File: config.mk
export PLATFORM = sky130hd
export DESIGN_NAME = synth_40_capture_fifo
export DESIGN_NICKNAME = d
export VERILOG_FILES = /design/src/rtl/synth_40_pkg.sv /design/src/rtl/synth_40_fifo_mem.sv /design/src/rtl/synth_40_capture_fifo.sv
export SDC_FILE = /design/constraint.sdc
export NUM_CORES = 1
export LEC_CHECK = 0
export BUFFER_PORTS_ARGS = -buffer_cell sky130_fd_sc_hd__buf_2
export CAP_MARGIN = 30
export CORE_ASPECT_RATIO = 1.5
export CORE_MARGIN = 4
export CORE_UTILIZATION = 52
export DETAILED_ROUTE_END_ITERATION = 16
export GPL_ROUTABILITY_DRIVEN = 0
export PLACE_DENSITY = 0.77
export SLEW_MARGIN = 20
export SYNTH_ARGS = -nofsm -noshare
export SYNTH_HDL_FRONTEND = slang
export SYNTH_SLANG_ARGS = --single-unit
File: constraint.sdc
create_clock -name i1 -period 4.5 [get_ports i1]
set_clock_uncertainty 0.2 [all_clocks]
set_input_delay 0 -clock i1 [delete_from_list [all_inputs] [get_ports i1]]
set_output_delay 0 -clock i1 [all_outputs]
set_load 0.02 [all_outputs]
File: src/rtl/synth_40_pkg.sv
// Shared field widths and payload layout for the synth_40 register bank
// and its capture FIFO.
package synth_40_pkg;

   localparam int W_A = 32;
   localparam int W_B = 34;
   localparam int W_C = 32;
   localparam int W_D = 37;
   localparam int W_T = 10;

   // Packed MSB-first as {ctl, tag, D, C, B, A}.
   typedef struct packed {
      logic [1:0]     ctl;
      logic [W_T-1:0] tag;
      logic [W_D-1:0] d;
      logic [W_C-1:0] c;
      logic [W_B-1:0] b;
      logic [W_A-1:0] a;
   } synth_40_payload_t;

   localparam int PAYLOAD_W = $bits(synth_40_payload_t);

endpackage

File: src/rtl/synth_40_fifo_mem.sv
// FIFO storage: DEPTH x PAYLOAD_W, one synchronous write port and one
// asynchronous read port. Contents are deliberately not reset.
module synth_40_fifo_mem
   import synth_40_pkg::*;
#(
   parameter  int DEPTH = 4,
   localparam int AW    = $clog2(DEPTH)
) (
   input  logic                 clk_i,
   input  logic                 wr_en_i,
   input  logic [AW-1:0]        wr_addr_i,
   input  logic [PAYLOAD_W-1:0] wr_data_i,
   input  logic [AW-1:0]        rd_addr_i,
   output logic [PAYLOAD_W-1:0] rd_data_o
);

   logic [PAYLOAD_W-1:0] mem_q [DEPTH];

   always_ff @(posedge clk_i) begin
      if (wr_en_i) begin
         mem_q[wr_addr_i] <= wr_data_i;
      end
   end

   assign rd_data_o = mem_q[rd_addr_i];

endmodule

File: src/rtl/synth_40_capture_fifo.sv
// First-word-fall-through capture FIFO for the synth_40 field set, with
// occupancy, high-water mark and a sticky drop flag.
module synth_40_capture_fifo
   import synth_40_pkg::*;
#(
   parameter  int DEPTH = 4,
   localparam int CW    = $clog2(DEPTH + 1)
) (
   input  logic           i1,
   input  logic           i2,
   input  logic           i3,
   input  logic [W_A-1:0] i4,
   input  logic [W_B-1:0] i5,
   input  logic [W_C-1:0] i6,
   input  logic [W_D-1:0] i7,
   input  logic [W_T-1:0] i8,
   input  logic [1:0]     i9,
   input  logic           i10,
   output logic           o1,
   output logic           o2,
   output logic [W_A-1:0] o3,
   output logic [W_B-1:0] o4,
   output logic [W_C-1:0] o5,
   output logic [W_D-1:0] o6,
   output logic [W_T-1:0] o7,
   output logic [1:0]     o8,
   output logic [CW-1:0]  o9,
   output logic           o10,
   output logic [CW-1:0]  o11
);

   localparam int            AW       = $clog2(DEPTH);
   localparam logic [CW-1:0] FULL_CNT = CW'(DEPTH);

   logic [AW-1:0]     rd_ptr_q, rd_ptr_d;
   logic [AW-1:0]     wr_ptr_q, wr_ptr_d;
   logic [CW-1:0]     count_q, count_d;
   logic              drop_q, drop_d;
   logic [CW-1:0]     hwm_q, hwm_d;
   logic              push, pop;
   synth_40_payload_t wr_payload, rd_payload, head;

   // Flow control depends only on registered count; no pop-to-push bypass.
   assign o1   = (count_q != FULL_CNT);
   assign o2   = (count_q != '0);
   assign push = i3 & o1;
   assign pop  = o2 & i10;

   assign wr_payload = '{ctl: i9, tag: i8, d: i7, c: i6, b: i5, a: i4};

   synth_40_fifo_mem #(.DEPTH(DEPTH)) u_mem (
      .clk_i     (i1),
      .wr_en_i   (push),
      .wr_addr_i (wr_ptr_q),
      .wr_data_i (wr_payload),
      .rd_addr_i (rd_ptr_q),
      .rd_data_o (rd_payload)
   );

   always_comb begin
      rd_ptr_d = rd_ptr_q;
      wr_ptr_d = wr_ptr_q;
      drop_d   = drop_q;
      hwm_d    = hwm_q;
      if (push) wr_ptr_d = wr_ptr_q + AW'(1);
      if (pop)  rd_ptr_d = rd_ptr_q + AW'(1);
      count_d = count_q + CW'(push) - CW'(pop);
      if (i3 && !o1) drop_d = 1'b1;
      if (count_d > hwm_q) hwm_d = count_d;
   end

   always_ff @(posedge i1) begin
      if (i2) begin
         rd_ptr_q <= '0;
         wr_ptr_q <= '0;
         count_q  <= '0;
         drop_q   <= 1'b0;
         hwm_q    <= '0;
      end else begin
         rd_ptr_q <= rd_ptr_d;
         wr_ptr_q <= wr_ptr_d;
         count_q  <= count_d;
         drop_q   <= drop_d;
         hwm_q    <= hwm_d;
      end
   end

   // Unwritten storage must never leak out while empty.
   assign head = o2 ? rd_payload : '0;

   assign o3  = head.a;
   assign o4  = head.b;
   assign o5  = head.c;
   assign o6  = head.d;
   assign o7  = head.tag;
   assign o8  = head.ctl;
   assign o9  = count_q;
   assign o10 = drop_q;
   assign o11 = hwm_q;

endmodule

Word-level counts from Yosys, hierarchy flattened:

Memories as Yosys holds them, arrays and structs flattened. A register that Yosys moved wholly into a read port is not among the register bits.
Cells that the tools add are included.

* output and inout bits: 156
* RAM bits: 588
* memories kept: 1
* logic and storage cells: 22
* bits in registers: 11
* input port bits: 151

Memories
* u_mem.mem_q: depth 4, bits a word 147, rd ports 1, clocked after Yosys merged registers in 1, write ports 1, line synth_40_fifo_mem.sv:17 `logic [PAYLOAD_W-1:0] mem_q [DEPTH];`

* reductions and logical operators: 3
* magnitude comparators: 1
* mux-type cells: 5
* $add $sub $neg: 4
* bitwise logic cells: 2
* eq/ne operators: 1

Operators with widths (count)
* $mux 147: 1
* $add 2x1->2 const B: 2
* $mux 2: 2
* $add 3x1->3: 1
* $gt 3x3->1: 1
* $ne 3x3->1 const B: 1
* $reduce_bool 3->1: 1
* $sub 3x1->3: 1
* $and 1x1->1: 2
* $mux 1: 2
* $logic_and 1x1->1: 1
* $logic_not 1->1: 1

Depth between registers and ports, before layout:

Gate-level depths: netlist (run 1).

* depth in word-level cells: 5
* depth in mapped cells: 13
* gate-level depth less buffers: 12

Cells and area by module:

Synthesis (run 1) repeated with hierarchy kept, for this count alone.

* cell total of the unflattened synthesis: 999
* area total of the unflattened synthesis: 22965.8 sq um

Modules (own cells, without submodules)
* synth_40_fifo_mem: cells an instance 772, instances 1, area an instance 21390.5 sq um, sequential area each 17656.9 sq um
* synth_40_capture_fifo: cells an instance 227, instances 1, area an instance 1575.3 sq um, sequential area each 220.2 sq um

Worst setup path after synthesis (run 1):

OpenSTA, ideal clock, no wires.

* path type: flip-flop to flip-flop
* from: reg count_q[1], in the netlist o9[1]
* to: mem u_mem.mem_q[0][0] in the netlist's numbering, enable pin
* stages on the path, launching flop included: 4
* path slack: -787 ps
* setup time: 525 ps
* data required time: 3775 ps
* arrival: 4562 ps
* path buffers: 1
* period minus slack after synthesis: 5287 ps
* cells stage by stage: dfxtp_1 -> or3b_1 -> clkbuf_1 -> and3_1

* longest elaborated chain between the ends: 4

Ends and longest elaborated chain
* start: declaration: line synth_40_capture_fifo.sv:37 `logic [CW-1:0] count_q, count_d;`
* start signal: assignment: line synth_40_capture_fifo.sv:82 `count_q <= count_d;`
* $ne 3x3->1: line synth_40_capture_fifo.sv:44 `assign o1 = (count_q != FULL_CNT);`
* net o1: line synth_40_capture_fifo.sv:19 `output logic o1,`
* $and 1x1->1: line synth_40_capture_fifo.sv:46 `assign push = i3 & o1;`
* $mux 1: line synth_40_fifo_mem.sv:20 `if (wr_en_i) begin`
* $mux 1 (not written as such): line synth_40_fifo_mem.sv:21 `mem_q[wr_addr_i] <= wr_data_i;`
* end: declaration: line synth_40_fifo_mem.sv:17

The timed path passes the listed nets, and every way through them passes these cells.

Worst setup path after layout (run 1):

* from: reg count_q[2], in the netlist o9[2]
* to: reg hwm_q[0], in the netlist o11[0]

* longest elaborated chain between the ends: 5
* elaborated cells on any way between the ends: 7
* those cells by class: add/sub: 2; order compare: 1; eq/ne: 1; bitwise: 2; reduce/logical: 1

Ends and longest elaborated chain
* $ne 3x3->1: line synth_40_capture_fifo.sv:44
* $and 1x1->1: line synth_40_capture_fifo.sv:46
* $add 3x1->3: line synth_40_capture_fifo.sv:67 `count_d = count_q + CW'(push) - CW'(pop);`
* $sub 3x1->3 *: line synth_40_capture_fifo.sv:67
* net count_d[2]: line synth_40_capture_fifo.sv:37
* $gt 3x3->1 *: line synth_40_capture_fifo.sv:69 `if (count_d > hwm_q) hwm_d = count_d;`
* end signal: assignment: line synth_40_capture_fifo.sv:84 `hwm_q <= hwm_d;`
* end: declaration: line synth_40_capture_fifo.sv:39 `logic [CW-1:0] hwm_q, hwm_d;`

The timed path passes the listed nets; every way through them passes the cells marked *.
A chain may end at the register's enable or synchronous reset.

==> key figures, run 1 <==
Clock network
  – Clk slew on worst S/H paths: 0.06 ns
  – Sink Count: 601
  – Setup bufs post-CTS: 0
  – Clock root buffer: clkbuf_16
  – H-tree Lvls: 2
  – CTS Buf Count: 53
  – Clock Tree Buf Depth: 3
  – Skew-Pair Late Insertion Delay: 0.57 ns
  – CTS tree: yes

Logic synthesis
  – Post-Syn Instances: 1007
  – Total nets after synthesis: 1168
  – Post-Syn Area: 0.0230 mm²
  – Syn Area/Cell: 22.8 µm²
  – Synth cell types: 31
  – Seq cells post-synth: 601
  – Post-synthesis sequential area ratio: 77.9%
  – Warnings from Yosys: 0

Timing
  – Final Cycle Share: 84.8%
  – Peak Freq: 262 MHz
  – Setup ws final: 0.685 ns
  – # setup viols final: 0
  – Slew headroom: 37.1%
  – Worst-Margin Slew: 0.944 ns
  – Unrepaired setup endpoints after global routing: no
  – Final hold violations: 0
  – Setup TNS: 0 ns
  – Final Critical Period: 3.81 ns
  – Slew Viols, Final: 0

Worst setup path
  – CP delay by family, top: adder cells
  – Largest stage delay, worst path: 0.62 ns
  – R2r setup slk: 0.69 ns
  – R2R Path End: o11[0]
  – Crit Path Class: reg2reg
  – Worst Setup End Kind: flip-flop
  – Crit path depth: 11
  – RR Startpoint: o9[2]
  – Worst setup endpoint: o11[0]
  – CP Launch Type: flip-flop
  – Worst EP arrival: 4.08 ns
  – Required time worst endpoint: 4.76 ns
  – CP Launch Point: o9[2]
  – Bufs and invs on worst path: 2
  – Worst-path cell chain: or3b_1 -> nand2_1 -> ha_1 -> inv_1 -> ha_1 -> fa_1 -> xnor2_1 -> inv_1 -> ha_1 -> o311ai_0 -> mux2_2
  – CP max stage cell: o311ai_0
  – R2R depth: 11
  – Worst-path maximum fanout: 10
  – Cell mode on critical path: ha_1

Route
  – Final WL: 50900 µm
  – Routed Antenna Nets: 0
  – DRT iter0 DRCs: 999
  – Via count: 12.0k
  – Via density per instance: 5.42
  – Post-DR wirelength/cell: 23.0 µm
  – DRC: 0
  – Pre-antenna DRT Iters: 5

Cells and area
  – Core Util, Final: 67.0%
  – Fraction of layout cells with a size suffix above 1: 34.2%
  – Finished Cell Area: 0.0294 mm²
  – Area delta synth->final: 27.8%
  – Filler cells: 2732
  – Nets@finish: 1748

Pwr
  – Worst vdd ir: 0.813 mV
  – Leakage power: 0.0102 µW
  – Pwr Total: 16900 µW
  – PD cells: 576 mW/mm²

Run status
  – Outcome: completed

Die
  – # IOs: 307
  – Placement Rows: 94
  – Core area: 0.0439 mm²
  – Width of the die: 180 µm
  – DIE AREA: 0.0477 mm²
  – Starting Density: 52.4%
  – Die Height: 266 µm

Global route
  – First-pass GRT wire length: 78300 µm
  – Overflow after GRT: 0
  – Initial antenna violation count: 10
  – Largest net degree at the start of global routing: 148
  – Vias in the first global route: 13.2k
  – GRT Total Usage: 21.3%

Hold path
  – Min-delay worst type: in2reg

Placed design
  – Pre-CTS WS: 0.740 ns
  – DP Area: 0.0251 mm²
  – HPWL Detailed: 26900 µm
  – PortBufs: 306

Job
  – Total of max-cap violations: 0
[worst min-delay path by stage]
stage           start             endpoint  slack [ns]  depth (start not counted)
6_report       i5[21]   u_mem.mem_q[2][53]       0.005                          2
5_1_grt        i5[21]   u_mem.mem_q[1][53]       -0.02                          2
4_1_cts        i7[26]  u_mem.mem_q[3][124]     0.00004                          2
3_5_place_dp    i7[7]  u_mem.mem_q[0][105]        0.02                          1
3_3_place_gp    i6[5]   u_mem.mem_q[3][71]        0.01                          1
2_1_floorplan      i2                o9[1]       -0.12                          1
[layout make-up]
cell class                 count  area (µm²)  area share [%]
timing repair buffer         577        4340            14.8
clock inverter                30         308            1.05
sequential                   601       17900            61.0
antenna                        9        22.5          0.0766
inverter                      10        37.5           0.128
clock buffer                  65        1400            4.77
multi-input combinational    344        4650            15.8
tap                          576         721            2.45
[cells in the final DEF (no fill, tap or decap), drive strengths merged, types with 2 or more instances in the layout]
cell,Yosys,final
edfxtp,588,588
buf,31,321
dlygate4sd3,0,256
mux4,147,147
and2,147,147
clkbuf,21,65
clkinv,0,19
dfxtp,13,13
inv,10,13
diode,0,9
ha,9,9
nor2,8,8
bufinv,0,6
and3,4,4
nor2b,3,3
nand3,3,3
a21oi,3,3
xnor2,2,2
o311ai,2,2
mux2,2,2
xor2,2,2
a21o,2,2
clkinvlp,0,2
[power by group]
part           total, µW  switching [µW]  internal (µW)
Combinational       5490            3210           2280
Clock               4480            1930           2560
Sequential          6970             262           6710
[flip-flops by register name, indices dropped and copies added, names as in the netlist, named ones only]
register	cells
o10	1
rd_ptr_q	2
o11	3
wr_ptr_q	2
u_mem.mem_q	588
o9	3
[synth_stat cells (all sizes together)]
cell type  number  share of area, %
inv            10              0.16
clkbuf         21              0.34
ha              9              0.49
o311ai          2             0.076
and2          147               4.0
or2             1             0.027
fa              1             0.087
or3             1             0.027
a2111oi         1             0.038
o311a           1             0.044
nor2            8              0.13
mux2            2             0.098
xnor2           2             0.076
a21oi           3             0.065
buf            31               1.5
xor2            2             0.076
a21o            2             0.065
edfxtp        588                77
and3            4              0.11
dfxtp          13               1.1
nand2           1             0.016
nor2b           3             0.082
nor4            1             0.027
or3b            1             0.038
nand3           3             0.065
o31ai           1             0.033
a31oi           1             0.027
mux4          147                14
[cell families after synthesis]
kind of cell,after synthesis,share of synthesized area [%]
DFF,601,77.9
and+or+nand+nor,170,4.52
muxes,149,14.5
buffers and inverters,62,2.04
AOI/OAI and AO/OA,11,0.348
adders and majority gates,10,0.576
xor gates and xnor gates,4,0.152
[stage by stage]
step	cells	hold slack [ns]
finish	2212	0.00488
global route	2211	-0.0162
CTS	2202	0.0000370
detailed placement	1852	0.0154
global placement	1852	0.00981
floorplan	1007	-0.119
[layer usage]
layer	vias to the layer above	global-route usage, %	wire length [µm]
li1	5284	-	-
met1	6148	26.7	18700
met2	449	37.2	27200
met3	97	3.67	2980
met4	0	8.55	2030
met5	-	0	0
[timing repair]
item                                    4_1_cts  5_1_grt
endpoints found under the hold margin       643        4
endpoints found under the setup margin        0        0
resized for setup                             0        0
hold buffers                                255        1
Note: power is estimated with default switching activity, not from simulation.
==> inputs of run 2 (changes only) <==
Settings changed: CORE_UTILIZATION 52 to 57, PLACE_DENSITY 0.77 to 0.8.
Clock period 4.5 ns to 3.7 ns, I/O delays scaled along.
==> key figures, run 2 (synthesis results as in run 1) <==
Cells and area
  – Area delta synth->final: 27.9% (about the same)
  – Top reg by flops: u_mem.mem_q
  – Most frequent cells in the layout: 588 x edfxtp_1, 306 x buf_2, 267 x dlygate4sd3_1, 147 x mux4_2, 147 x and2_1
  – Fraction of layout cells with a size suffix above 1: 34.2% (-0.053 points)
  – Nets@finish: 1770 (+1.3%)
  – Max FFs per register: 588 (unchanged)
  – Filler cells: 2105 (-23%)
  – Core Util, Final: 74.2% (+7.2 points)
  – Most common cell after layout, fill and taps aside: edfxtp_1
  – Post-Layout Cell Count: 2155 (-2.6%)

Worst setup path
  – Worst-path cell chain: o31ai_2 -> inv_1 -> ha_1 -> inv_1 -> ha_1 -> fa_1 -> xnor2_2 -> inv_1 -> ha_1 -> or2_2 -> o311ai_2 -> mux2_2
  – Crit path depth: 12 (+1)
  – Worst-path maximum fanout: 8 (-2)
  – Crit Path Class: reg2reg
  – Bufs and invs on worst path: 3 (+1)
  – R2R depth: 12 (+1)
  – CP Launch Type: flip-flop
  – CP delay by family, top: adder cells
  – CP max stage cell: fa_1
  – Worst Setup End Kind: flip-flop
  – Required time worst endpoint: 3.96 ns (-0.80 ns)
  – Worst EP arrival: 3.78 ns (-0.30 ns)
  – Largest stage delay, worst path: 0.44 ns (-0.18 ns)

Clock network
  – Clock Tree Buf Depth: 3 (unchanged)
  – Setup bufs post-CTS: 0 (unchanged)
  – Clock root buffer: clkbuf_16
  – Clk slew on worst S/H paths: 0.06 ns (about the same)
  – Skew-Pair Late Insertion Delay: 0.57 ns (about the same)
  – H-tree Lvls: 2 (unchanged)
  – CTS tree: yes
  – CTS Buf Count: 53 (unchanged)
  – Sink Count: 601 (unchanged)

Timing
  – Peak Freq: 284 MHz (+8.5%)
  – Slew headroom: 42.0% (+4.9 points)
  – Worst hold slack: -0.00816 ns (-0.0130 ns)
  – Final Cycle Share: 95.0% (+10 points)
  – # setup viols final: 0 (unchanged)
  – Setup ws final: 0.183 ns (-0.502 ns)
  – Worst-Margin Slew: 0.870 ns (-0.0735 ns)
  – Slew Viols, Final: 0 (unchanged)
  – Final Critical Period: 3.52 ns (-0.298 ns)
  – Setup TNS: 0 ns (unchanged)
  – Final hold violations: 4 (+4)
  – Unrepaired setup endpoints after global routing: no

Route
  – Pre-antenna DRT Iters: 5 (unchanged)
  – DRT iter0 DRCs: 955 (-4.4%)
  – Post-DR wirelength/cell: 24.4 µm (+5.8%)
  – Via density per instance: 5.77 (+6.6%)
  – Via count: 12.4k (+3.8%)
  – Routed Antenna Nets: 0 (unchanged)
  – Final WL: 52500 µm (+3.1%)
  – DRC: 0 (unchanged)

Hold path
  – Min-delay worst type: in2reg
  – Min-Delay Path Depth: 2 (unchanged)

Global route
  – Vias in the first global route: 13.5k (+2.4%)
  – Largest net degree at the start of global routing: 110 (-26%)
  – GRT Total Usage: 24.1% (+2.8 points)
  – First-pass GRT wire length: 79500 µm (+1.5%)
  – Overflow after GRT: 0 (unchanged)
  – Initial antenna violation count: 7 (-3)

Job
  – Total of max-cap violations: 0 (unchanged)

Pwr
  – PD cells: 697 mW/mm² (+21%)
  – Worst vdd ir: 0.944 mV (+16%)
  – Leakage power: 0.0103 µW (+0.58%)

Die
  – Width of the die: 172 µm (-4.3%)
  – # IOs: 307 (unchanged)
  – Starting Density: 58.0% (+5.6 points)
  – Die Height: 254 µm (-4.4%)
  – DIE AREA: 0.0437 mm² (-8.5%)
  – Placement Rows: 89 (-5.3%)
  – Core area: 0.0396 mm² (-9.6%)

Placed design
  – PortBufs: 306 (unchanged)
  – Inst Count DP: 1787 (-3.5%)
  – Pre-CTS WS: 0.0297 ns (-0.710 ns)
  – HPWL Detailed: 26900 µm (+0.22%)

Run status
  – Failing checks: hold timing
  – Outcome: complete, but fails checks
run 2: changes by cell type in the layout (fill, tap and decap cells not counted), sizes merged:
cell         change
buf             +11
dlygate4sd3     +11
diode            -4
bufinv           -3
clkbuf           +3
clkinv           +2
clkinvlp         -1
run 2: worst register-to-register path: stages, from the launching register on:
cell	delay, ns
dfxtp_1	0.39
o31ai_2	0.31
inv_1	0.08
ha_1	0.28
inv_1	0.04
ha_1	0.19
fa_1	0.44
xnor2_2	0.24
inv_1	0.08
ha_1	0.31
or2_2	0.33
o311ai_2	0.13
mux2_2	0.40
run 2: timing repair:
item                                    CTS  global route
gates resized for setup                   0             6
hold buffers                            266             1
endpoints found under the hold margin   601             1
endpoints found under the setup margin    0             3
run 2: layout make-up:
type	instances	area, µm²	area share [%]
antenna	5	12.5	0.0425
clock buffer	68	1380	4.70
clock inverter	28	220	0.748
inverter	10	37.5	0.128
multi-input combinational	344	4670	15.9
sequential	601	17900	60.9
tap	500	626	2.13
timing repair buffer	599	4560	15.5
run 2: worst paths after layout:
| kind | start | to | slack (ns) |
|---|---|---|---|
| max | o9[1] | o11[0] | 0.18 |
| min | i4[25] | u_mem.mem_q[0][25] | -0.008 |
| max reg2reg | o9[1] | o11[0] | 0.18 |
| min reg2reg | o10 | o10 | 0.28 |
run 2: routing by layer:
metal	global-route usage (%)	routed length, µm
met2	41.6	28200
met4	9.44	2010
met5	0	27
met3	4.37	3170
met1	30.5	19100
run 2: where the power goes:
group	internal (µW)	leakage (µW)	switching (µW)
logic	2870	0.00402	4050
clock network	2850	0.000786	2320
registers	8160	0.00549	265
run 2: metrics by stage:
step / power (µW) / cell area (µm²)
2_1_floorplan: 13000 / 23000
3_3_place_gp: 14900 / 25100
3_5_place_dp: 15000 / 25100
4_1_cts: 20400 / 29400
5_1_grt: 21400 / 29400
6_report: 20500 / 29400
==> inputs of run 3 (changes only) <==
Settings changed: CORE_ASPECT_RATIO 1.5 to unset, CORE_UTILIZATION 57 to 60, CTS_BUF_LIST set to sky130_fd_sc_hd__clkbuf_8, GPL_TIMING_DRIVEN set to 0, PLACE_DENSITY 0.8 to 0.84.
==> key figures, run 3 (synthesis results as in run 1) <==
Run status
  – Outcome: complete, but fails checks
  – Failing checks: setup timing

Pwr
  – Worst vdd ir: 0.706 mV (-25%)
  – PD cells: 693 mW/mm² (-0.56%)
  – Pwr Total: 20900 µW (+1.9%)
  – Leakage power: 0.0108 µW (+4.6%)

Global route
  – Vias in the first global route: 14.4k (+6.9%)
  – Overflow after GRT: 0 (unchanged)
  – First-pass GRT wire length: 86800 µm (+9.2%)
  – Initial antenna violation count: 4 (-3)
  – GRT Total Usage: 28.0% (+3.9 points)
  – Largest net degree at the start of global routing: 48 (-56%)

Route
  – Final WL: 58800 µm (+12%)
  – Via count: 13.2k (+6.4%)
  – DRC: 0 (unchanged)
  – Pre-antenna DRT Iters: 5 (unchanged)
  – Via density per instance: 5.74 (-0.48%)
  – Post-DR wirelength/cell: 25.5 µm (+4.7%)
  – DRT iter0 DRCs: 1229 (+29%)
  – Routed Antenna Nets: 0 (unchanged)

Cells and area
  – Top reg by flops: u_mem.mem_q
  – Max FFs per register: 588 (unchanged)
  – Most common cell after layout, fill and taps aside: edfxtp_1
  – Filler cells: 1715 (-19%)
  – Fraction of layout cells with a size suffix above 1: 34.9% (+0.75 points)
  – Area delta synth->final: 31.1%
  – Most frequent cells in the layout: 588 x edfxtp_1, 319 x buf_2, 298 x dlygate4sd3_1, 147 x mux4_2, 147 x and2_1
  – Core Util, Final: 79.9% (+5.7 points)
  – Nets@finish: 1882 (+6.3%)

Die
  – # IOs: 307 (unchanged)
  – Core area: 0.0378 mm² (-4.8%)
  – Width of the die: 204 µm (+18%)
  – Starting Density: 60.9% (+2.9 points)
  – DIE AREA: 0.0415 mm² (-5.0%)
  – Die Height: 204 µm (-20%)
  – Placement Rows: 71 (-20%)

Worst setup path
  – Worst-path cell chain: or3b_1 -> buf_4 -> nand2_1 -> ha_1 -> inv_1 -> ha_1 -> fa_2 -> ha_1 -> nor2b_1 -> o311ai_2 -> mux2_4
  – CP Launch Type: flip-flop
  – RR Startpoint: o9[1]
  – Crit Path Class: reg2reg
  – Largest stage delay, worst path: 0.47 ns (+0.03 ns)
  – Required time worst endpoint: 4.03 ns (+0.07 ns)
  – Worst-path maximum fanout: 10 (+2)
  – Worst EP arrival: 4.03 ns (+0.25 ns)
  – CP max stage cell: fa_2
  – Cell mode on critical path: ha_1
  – CP Launch Point: o9[1]
  – Worst Setup End Kind: flip-flop

Clock network
  – CTS tree: yes
  – H-tree Lvls: 3 (+1)
  – Clock Tree Buf Depth: 3 (unchanged)
  – Clk slew on worst S/H paths: 0.06 ns (about the same)
  – CTS Buf Count: 91 (+72%)
  – Sink Count: 601 (unchanged)
  – Skew-Pair Late Insertion Delay: 0.65 ns (+0.08 ns)
  – Clock root buffer: clkbuf_8

Timing
  – Peak Freq: 270 MHz (-5.1%)
  – Final hold violations: 0 (-4)
  – Slew Viols, Final: 0 (unchanged)
  – Worst-Margin Slew: 1.02 ns (+0.148 ns)
  – Slew headroom: 32.1% (-9.9 points)
  – # setup viols final: 1 (+1)
  – Worst hold slack: 0.186 ns (+0.194 ns)
  – Setup ws final: -0.00549 ns (-0.189 ns)
  – Final Critical Period: 3.71 ns (+0.189 ns)
  – Final Cycle Share: 100% (+5.1 points)

Hold path
  – Min-delay worst type: in2reg
  – Hold path startpoint: i2

Placed design
  – HPWL Detailed: 30400 µm (+13%)
  – PortBufs: 305 (-0.33%)

Job
  – Total of max-cap violations: 0 (unchanged)
## run 3: cell count changes in the layout (fill, tap and decap cells not counted), sizes merged
cell         change
bufinv           -3
buf             +23
clkbuf          +46
clkinv          +15
diode            -1
inv             +26
clkinvlp         +1
dlygate4sd3     +31
## run 3: final cells by class
cell class,count,area [µm²],area share (%)
sequential,601,17900,59.4
timing repair buffer,621,4860,16.1
multi-input combinational,344,4680,15.5
clock buffer,94,1290,4.29
tap,511,639,2.12
buffer,52,437,1.45
clock inverter,67,284,0.941
inverter,10,37.5,0.124
antenna,4,10.0,0.0332
## run 3: per-layer routing
| metal | GRT usage, % | vias to the layer above | part of all wire [%] |
|---|---|---|---|
| met3 | 7.33 | 135 | 8.6 |
| met4 | 9.35 | 2 | 3.2 |
| met1 | 34.3 | 6768 | 35 |
| li1 | - | 5583 | - |
| met5 | 0 | - | 0.022 |
| met2 | 49.2 | 743 | 54 |
## run 3: power by group
| part | internal [µW] | leakage [µW] | switching [µW] | total [µW] |
|---|---|---|---|---|
| Sequential | 8160 | 0.00549 | 205 | 8360 |
| Clock | 2360 | 0.000910 | 2530 | 4890 |
| Combinational | 3200 | 0.00436 | 4450 | 7660 |
## run 3: worst max-delay path: cells and delay by family (launching register included)
| family | cells | cell delay (ns) |
|---|---|---|
| DFF | 1 | 0.38 |
| adders and majority gates | 4 | 1.24 |
| and+or+nand+nor | 3 | 0.70 |
| muxes | 1 | 0.35 |
| AOI/OAI and AO/OA | 1 | 0.42 |
| buffers and inverters | 2 | 0.29 |
## run 3: final timing paths
kind	cells past startpoint	slack [ns]	to
max reg2reg	11	-0.005	o11[1]
min	4	0.19	o11[0]
max	11	-0.005	o11[1]
min reg2reg	2	0.36	flip-flop
## run 3: per-stage QoR
stage                     area (µm²)  setup TNS [ns]  std cells  setup slack [ns]
after floorplan                23000               0       1007             0.122
after global routing           30200          -0.136       2303           -0.0627
final                          30200        -0.00549       2304          -0.00549
after global placement         25200         -557.61       1823            -0.970
after detailed placement       25500          -0.695       1837            -0.326
after CTS                      30100               0       2297            0.0185
## run 3: timing repair
action / CTS / global route
pin swaps: 1 / 2
gates resized for setup: 5 / 11
endpoints found under the hold margin: 659 / 0
hold buffers: 298 / 0
setup endpoints to repair: 3 / 3
buffers inserted: 1 / 3
